==> src/rtl/multicycle_control_fsm.sv <==
// Multicycle RV32I-subset controller: sequences the shared memory/ALU datapath
// through fetch, decode, execute, memory and writeback with Moore outputs.
module multicycle_control_fsm (
    input  logic       clk,
    input  logic       reset,
    input  logic [6:0] op,
    input  logic [2:0] funct3,
    input  logic       funct7,
    input  logic       zero,
    output logic       pcWrite,
    output logic       adrSrc,
    output logic       memWrite,
    output logic       irWrite,
    output logic [1:0] resSrc,
    output logic [1:0] aluSrcA,
    output logic [1:0] aluSrcB,
    output logic       regWrite,
    output logic [1:0] inmSrc,
    output logic [2:0] ALUcontrol,
    output logic [3:0] state,
    output logic       instrDone,
    output logic       illegal
);

    localparam logic [6:0] OP_LW  = 7'b0000011;
    localparam logic [6:0] OP_SW  = 7'b0100011;
    localparam logic [6:0] OP_R   = 7'b0110011;
    localparam logic [6:0] OP_I   = 7'b0010011;
    localparam logic [6:0] OP_JAL = 7'b1101111;
    localparam logic [6:0] OP_BEQ = 7'b1100011;

    typedef enum logic [3:0] {
        S_FETCH    = 4'd0,
        S_DECODE   = 4'd1,
        S_MEMADR   = 4'd2,
        S_MEMREAD  = 4'd3,
        S_MEMWB    = 4'd4,
        S_MEMWRITE = 4'd5,
        S_EXECUTER = 4'd6,
        S_ALUWB    = 4'd7,
        S_EXECUTEI = 4'd8,
        S_JAL      = 4'd9,
        S_BEQ      = 4'd10
    } state_t;

    state_t     r_state;
    state_t     w_next;

    logic       w_pc_update;
    logic       w_branch;
    logic       w_adr_src;
    logic       w_mem_write;
    logic       w_ir_write;
    logic [1:0] w_res_src;
    logic [1:0] w_src_a;
    logic [1:0] w_src_b;
    logic       w_reg_write;
    logic [1:0] w_alu_op;
    logic       w_end_state;
    logic       w_known_op;
    logic       w_illegal;
    logic       w_sub;
    logic [2:0] w_alu_ctrl;
    logic [1:0] w_imm_src;

    assign w_known_op = (op == OP_LW) || (op == OP_SW) || (op == OP_R) ||
                        (op == OP_I)  || (op == OP_JAL) || (op == OP_BEQ);

    assign w_illegal = (r_state == S_DECODE) && !w_known_op;

    always_ff @(posedge clk or posedge reset) begin
        if (reset) begin
            r_state <= S_FETCH;
        end else begin
            r_state <= w_next;
        end
    end

    always_comb begin
        w_next      = S_FETCH;
        w_pc_update = 1'b0;
        w_branch    = 1'b0;
        w_adr_src   = 1'b0;
        w_mem_write = 1'b0;
        w_ir_write  = 1'b0;
        w_res_src   = 2'b00;
        w_src_a     = 2'b00;
        w_src_b     = 2'b00;
        w_reg_write = 1'b0;
        w_alu_op    = 2'b00;
        w_end_state = 1'b0;
        case (r_state)
            S_FETCH: begin
                w_next      = S_DECODE;
                w_ir_write  = 1'b1;
                w_src_b     = 2'b10;
                w_res_src   = 2'b10;
                w_pc_update = 1'b1;
            end
            S_DECODE: begin
                // ALU precomputes oldPC + imm so BEQ/JAL find their target in ALUOut
                w_src_a = 2'b01;
                w_src_b = 2'b01;
                case (op)
                    OP_LW, OP_SW: w_next = S_MEMADR;
                    OP_R:         w_next = S_EXECUTER;
                    OP_I:         w_next = S_EXECUTEI;
                    OP_JAL:       w_next = S_JAL;
                    OP_BEQ:       w_next = S_BEQ;
                    default:      w_next = S_FETCH;
                endcase
            end
            S_MEMADR: begin
                w_src_a = 2'b10;
                w_src_b = 2'b01;
                if (op == OP_LW) begin
                    w_next = S_MEMREAD;
                end else if (op == OP_SW) begin
                    w_next = S_MEMWRITE;
                end else begin
                    w_next = S_FETCH;
                end
            end
            S_MEMREAD: begin
                w_next    = S_MEMWB;
                w_adr_src = 1'b1;
            end
            S_MEMWB: begin
                w_res_src   = 2'b01;
                w_reg_write = 1'b1;
                w_end_state = 1'b1;
            end
            S_MEMWRITE: begin
                w_adr_src   = 1'b1;
                w_mem_write = 1'b1;
                w_end_state = 1'b1;
            end
            S_EXECUTER: begin
                w_next   = S_ALUWB;
                w_src_a  = 2'b10;
                w_alu_op = 2'b10;
            end
            S_ALUWB: begin
                w_reg_write = 1'b1;
                w_end_state = 1'b1;
            end
            S_EXECUTEI: begin
                w_next   = S_ALUWB;
                w_src_a  = 2'b10;
                w_src_b  = 2'b01;
                w_alu_op = 2'b10;
            end
            S_JAL: begin
                w_next      = S_ALUWB;
                w_src_a     = 2'b01;
                w_src_b     = 2'b10;
                w_pc_update = 1'b1;
            end
            S_BEQ: begin
                w_src_a     = 2'b10;
                w_alu_op    = 2'b01;
                w_branch    = 1'b1;
                w_end_state = 1'b1;
            end
            default: begin
                w_next = S_FETCH;
            end
        endcase
    end

    // Subtraction only for R-type (op[5]=1); addi with bit 30 set stays an add
    assign w_sub = op[5] & funct7;

    always_comb begin
        w_alu_ctrl = 3'b000;
        case (w_alu_op)
            2'b00: w_alu_ctrl = 3'b000;
            2'b01: w_alu_ctrl = 3'b001;
            2'b10: begin
                case (funct3)
                    3'b000:  w_alu_ctrl = w_sub ? 3'b001 : 3'b000;
                    3'b010:  w_alu_ctrl = 3'b101;
                    3'b110:  w_alu_ctrl = 3'b011;
                    3'b111:  w_alu_ctrl = 3'b010;
                    default: w_alu_ctrl = 3'b000;
                endcase
            end
            default: w_alu_ctrl = 3'b000;
        endcase
    end

    always_comb begin
        w_imm_src = 2'b00;
        case (op)
            OP_LW, OP_I: w_imm_src = 2'b00;
            OP_SW:       w_imm_src = 2'b01;
            OP_BEQ:      w_imm_src = 2'b10;
            OP_JAL:      w_imm_src = 2'b11;
            default:     w_imm_src = 2'b00;
        endcase
    end

    // Enables are masked by reset so nothing is written while it is held high
    assign pcWrite    = ~reset & (w_pc_update | (w_branch & zero));
    assign irWrite    = ~reset & w_ir_write;
    assign regWrite   = ~reset & w_reg_write;
    assign memWrite   = ~reset & w_mem_write;
    assign instrDone  = ~reset & (w_end_state | w_illegal);
    assign illegal    = ~reset & w_illegal;
    assign adrSrc     = w_adr_src;
    assign resSrc     = w_res_src;
    assign aluSrcA    = w_src_a;
    assign aluSrcB    = w_src_b;
    assign inmSrc     = w_imm_src;
    assign ALUcontrol = w_alu_ctrl;
    assign state      = r_state;

endmodule

==> config.mk <==
export PLATFORM = sky130hd
export DESIGN_NAME = multicycle_control_fsm
export DESIGN_NICKNAME = d
export VERILOG_FILES = /design/src/rtl/multicycle_control_fsm.sv
export SDC_FILE = /design/constraint.sdc
export NUM_CORES = 1
export LEC_CHECK = 0
export CAP_MARGIN = 20
export CORE_ASPECT_RATIO = 0.9
export CORE_UTILIZATION = 30
export CTS_BUF_LIST = sky130_fd_sc_hd__clkbuf_8
export DETAILED_ROUTE_END_ITERATION = 16
export PLACE_DENSITY = 0.72
export SLEW_MARGIN = 20
export SYNTH_ARGS = -nofsm -noshare
export SYNTH_HDL_FRONTEND = slang
export SYNTH_SLANG_ARGS = --single-unit
==> constraint.sdc <==
create_clock -name clk -period 1.8 [get_ports clk]
set_input_delay 0.36 -clock clk [delete_from_list [all_inputs] [get_ports clk]]
set_output_delay 0.36 -clock clk [all_outputs]
set_load 0.005 [all_outputs]
== After elaboration in Yosys (flattened, before gate mapping) ==
Index checks and enable logic that the tools add are counted.

* Flip-flop bits (word level): 4
* Bits of input ports: 14
* Output and inout port bits: 22
* Word-level logic and storage cells: 71

* Equality and inequality tests: 21
* Multiplexer cells: 19
* Bitwise logic cells: 11
* Reduce and logical (&&, ||, !) cells: 19

{| class="wikitable"
|+ Operators by type and width
! cell !! count
|-
| one-hot mux 4 bit (5 select lines) || 2
|-
| == test 4 x 3 -> 1 bit (second input constant) || 4
|-
| one-hot mux 2 bit (2 select lines) || 4
|-
| == test 7 x 6 -> 1 bit (second input constant) || 2
|-
| == test 7 bit (second input constant) || 2
|-
| == test 4 bit (second input constant) || 3
|-
| one-hot mux 3 bit (4 select lines) || 1
|-
| OR reduction 2 bit || 6
|-
| bitwise AND 1 bit || 8
|-
| == test 4 x 2 -> 1 bit (second input constant) || 2
|-
| two-way mux 1 bit || 8
|-
| OR reduction 4 bit || 2
|-
| == test 7 x 2 -> 1 bit (second input constant) || 1
|-
| == test 7 x 5 -> 1 bit (second input constant) || 1
|-
| == test 3 bit (second input constant) || 2
|-
| two-way mux 3 bit || 2
|-
| one-hot mux 2 bit (3 select lines) || 1
|-
| one-hot mux 3 bit (2 select lines) || 1
|-
| OR reduction 3 bit || 2
|-
| logical OR 1 bit || 5
|-
| == test 4 x 1 -> 1 bit (second input constant) || 1
|-
| zero test 4 bit || 1
|-
| == test 3 x 2 -> 1 bit (second input constant) || 1
|-
| zero test 3 bit || 1
|-
| other kinds (6) || 7
|}

== Depth between registers and ports, before layout ==
* Word-level depth: 10
* Gate-level depth with buffers: 8
* Gate-level depth less buffers: 7

== Worst setup path before layout ==
OpenSTA, ideal clock, no wires.

* Path kind: register -> output
* From: register r_state[2] (netlist: state[2])
* To: output port ALUcontrol[2]
* Arrival: 1629 ps
* Required time: 1440 ps
* Slack: -189 ps
* Cell stages (with the launch flop): 6
* Buffers on the path: 1
* Cells stage by stage: dfrtp_1 > clkbuf_1 > or3_1 > a21oi_1 > ha_1 > nor4_1

* Cells in the longest elaborated chain, start to end: 5
* Elaborated cells between the ends (all ways): 8
* Those cells by class: eq/ne (5); mux (2); reduce/logical (1)

{| class="wikitable"
|+ Ends and longest elaborated chain
! what !! line !! source
|-
| start: declaration || 46 || <nowiki>state_t r_state;</nowiki>
|-
| start signal: assignment || 75 || <nowiki>r_state <= w_next;</nowiki>
|-
| == test 4 bit / == test 4 x 3 -> 1 bit (equally long branches) || 92 || <nowiki>case (r_state)</nowiki>
|-
| OR reduction 2 bit (no line) || - ||
|-
| one-hot mux 2 bit (2 select lines) * || 92 ||
|-
| == test 2 bit / == test 2 x 1 -> 1 bit (equally long branches) || 176 || <nowiki>case (w_alu_op)</nowiki>
|-
| one-hot mux 3 bit (2 select lines) * || 176 ||
|-
| end: declaration || 19 || <nowiki>output logic [2:0] ALUcontrol,</nowiki>
|}

Every way passes the cells marked *; elsewhere a longest branch is shown, timed or not.

== Worst setup path after layout ==
* From: register r_state[1] (netlist: state[1])
* To: output port ALUcontrol[2]

The elaborated chain is that of the path after synthesis.

==> qor.csv <==
stage,metric,value,unit
cts,cts_max_path_buffers,2,
cts,root_buffer,clkbuf_8,
cts,cts_buffers,3,
logic_synthesis,synthesis.nets,99,
global_route,track_usage,0.2414,
floorplanning,core_region_area,0.001752,mm²
logic_synthesis,synth_mux_area_frac,0,
routing,first_pass_iters,4,
worst_setup_path,cp_data_arrival_time,1770,ps
routing,postRouteAntennaNets,0,
logic_synthesis,synth-adder-area-share,0.05970,
timing,skew,0.4964,ps
global_route,grt_max_degree,10,
global_route,antenna_found_initial,0,
hold_path,hold_class,in -> async,
timing,max_freq,0.4705,GHz
layout,final_cell_area,0.001443,mm²
logic_synthesis,ys_seq_area_frac,0.1706,
timing,fin_ws,-325.2,ps
pwr,power_density,787.9,mW/mm²
place,io_buffer_count,35,
pwr,max-vdd-ir-drop,478.5,µV
routing,drt_iter0_markers,15,
layout,synthToLayoutAreaGrowth,145.8,%
timing,rsz0062_at_grt,true,
worst_setup_path,worstPathMaxFanout,2,
logic_synthesis,syn_inst,83,
global_route,grt.overflow.total,0,
worst_setup_path,path_class,reg -> out,
place,gp_congestion,0.8223,
floorplanning,die_height,43.96,µm
floorplanning,fp.dieArea,0.002137,mm²
logic_synthesis,synthTopCellsByArea,"dfrtp_1 (17%), nor2_1 (6.4%), nand2_1 (4.5%)",
routing,post-route-drc-count,0,
cts,cts_hold_buffers,0,
timing,fin_hold_ws,525.1,ps
logic_synthesis,syn_area,586.8,µm²
timing,max_slew_margin,0.8259,
timing,maxSlewViolCount,0,
logic_synthesis,yosysTopAreaCell,dfrtp_1,
place,post_dp_cell_area,0.001179,mm²
floorplanning,die_w,48.62,µm
worst_setup_path,crit_required,1440,ps
timing,setup_violations,8,
worst_setup_path,timing.rr.start,state[0],
timing,timing.final.crit_share,1.181,
routing,routed_wl,2586,µm
worst_setup_path,cp-start-kind,flop,
floorplanning,row_count,14,
cts,clock_latency,210,ps
cts,cts_tree,built,
logic_synthesis,syn_area_per_cell,7.070,µm²
place,pre_cts_slack,-650.4,ps
global_route,grt_pass1_vias,919,
floorplanning,initial_core_util,0.3350,
outcome,violations,negative setup slack,
run,cap_violations,0,
pwr,leakage,0.6914,nW
cts,htree_levels,1,
layout,fin_nets,177,
logic_synthesis,synth_top_family_by_area,simple AND/OR/NAND/NOR gates,
logic_synthesis,synth_compound_area_frac,0.2111,
routing,via_per_inst,5.213,
logic_synthesis,yosysWarnings,0,
timing,fin_crit,2125,ps
timing,final-hold-violation-count,0,
routing,vias,954,
layout,diodes,0,
routing,routedWlPerCell,14.13,µm
timing,worst_pin_slew,258.7,ps
place,dpl.hpwl,1666,µm
worst_setup_path,startpoint,state[1],
worst_setup_path,cp-end-kind,output port,
cts,path_clk_slew,30,ps
layout,fill_cells,104,
logic_synthesis,netlist.area_leader.share,0.1706,
logic_synthesis,ys_seq_elements,4,
layout,largest_reg_flops,4,
outcome,status,finished with violations,
floorplanning,io_pins,36,
layout,layout-drive-gt1-share,0.5409,
global_route,grt_pass1_wl,3960,µm
logic_synthesis,synth_cell_type_count,36,
logic_synthesis,synthSimpleGateAreaFrac,0.4328,
logic_synthesis,synth_xor_area_frac,0.04478,
cts,clkSinkCount,4,
[final cells by class]
type | count | area, µm² | share of cell area
repair buffers | 78 | 650.6 | 0.4510
multi-input cells | 67 | 594.3 | 0.4120
flip-flops and latches | 4 | 100.1 | 0.06938
clock buffers | 3 | 41.29 | 0.02862
well taps | 24 | 30.03 | 0.02082
inverters | 7 | 26.28 | 0.01821
[layout by cell type (no fill, tap or decap), drive strengths merged, types with 2 or more instances in the layout]
| master | instances |
|---|---|
| buf | 53 |
| nor2 | 10 |
| clkdlybuf4s50 | 8 |
| inv | 7 |
| nand2 | 7 |
| clkbuf | 7 |
| dlygate4sd2 | 6 |
| a21oi | 5 |
| nor3 | 5 |
| o21ai | 5 |
| clkdlybuf4s15 | 5 |
| dfrtp | 4 |
| nor4 | 4 |
| a31oi | 3 |
| a211oi | 3 |
| or3 | 3 |
| ha | 2 |
| dlymetal6s2s | 2 |
| nand2b | 2 |
| xor2 | 2 |
| nor2b | 2 |
| and3 | 2 |
[cell families after synthesis]
logic type / Yosys count
buffers and inverters: 12
flip-flops: 4
adder cells (fa/ha/maj): 3
XOR/XNOR: 3
AO/OA/AOI/OAI: 20
AND/OR/NAND/NOR: 41
[routing by layer]
layer / GRT usage / up-vias / wire, µm
met4: 0.1235 / 0 / 36
met1: 0.2854 / 464 / 1058
met5: 0 / - / 0
met2: 0.4389 / 29 / 1375
li1: - / 457 / -
met3: 0.02456 / 4 / 114
[worst max-delay path: stages, from the launching register on]
cell,delay (ps)
dfrtp_1,380
or3_4,410
a21oi_4,190
ha_4,240
nor4_4,180
buf_2,150
[timing repair]
action                     CTS  global route
gates cloned                 0             0
resized for setup           83            26
setup endpoints to repair   18            16
pin swaps                   15            11
setup buffers               10             6
[final timing paths]
| check | endpoint | slack [ps] | cells past startpoint |
|---|---|---|---|
| max in group asynchronous | state[1] | 1180 | 4 |
| min in group clk | state[0] | 650 | 4 |
| hold reg to reg | state[0] | 780 | 3 |
| setup reg to reg | state[1] | 350 | 7 |
| hold / removal | state[2] | 530 | 4 |
| setup / recovery | ALUcontrol[2] | -330 | 5 |
[Yosys cell counts, drive strengths merged]
library cell	count
inv	7
nor3	5
nor4b	1
nor4	4
a31oi	3
nand4bb	1
nor2	10
a21oi	5
nor2b	2
xor2	2
dfrtp	4
and3	2
o21bai	1
clkbuf	3
and4b	1
or3	3
a41oi	1
buf	2
nand4	1
a211oi	3
ha	2
and2	1
nand2b	2
a31o	1
o21ai	5
nand2	7
maj3	1
and4	1
xnor2	1
o21a	1
[per-stage QoR]
stage               std cells  TNS [ps]  utilization  total power, W
CTS                       178     -1541       0.7707       0.0009950
global placement          166     -5448       0.6729       0.0007104
global route              183     -1990       0.8236        0.001196
detailed placement        166     -5713       0.6729       0.0007253
finish                    183     -1411       0.8236        0.001137
floorplan                  83    -105.0            -       0.0003553
[power by group]
group / switching, W / internal (W)
Sequential: 0.0000118 / 0.000105
Combinational: 0.000343 / 0.000496
Clock: 0.0000394 / 0.000142
Total: 0.000394 / 0.000742
No activity file was read; power rests on OpenSTA's default activity.
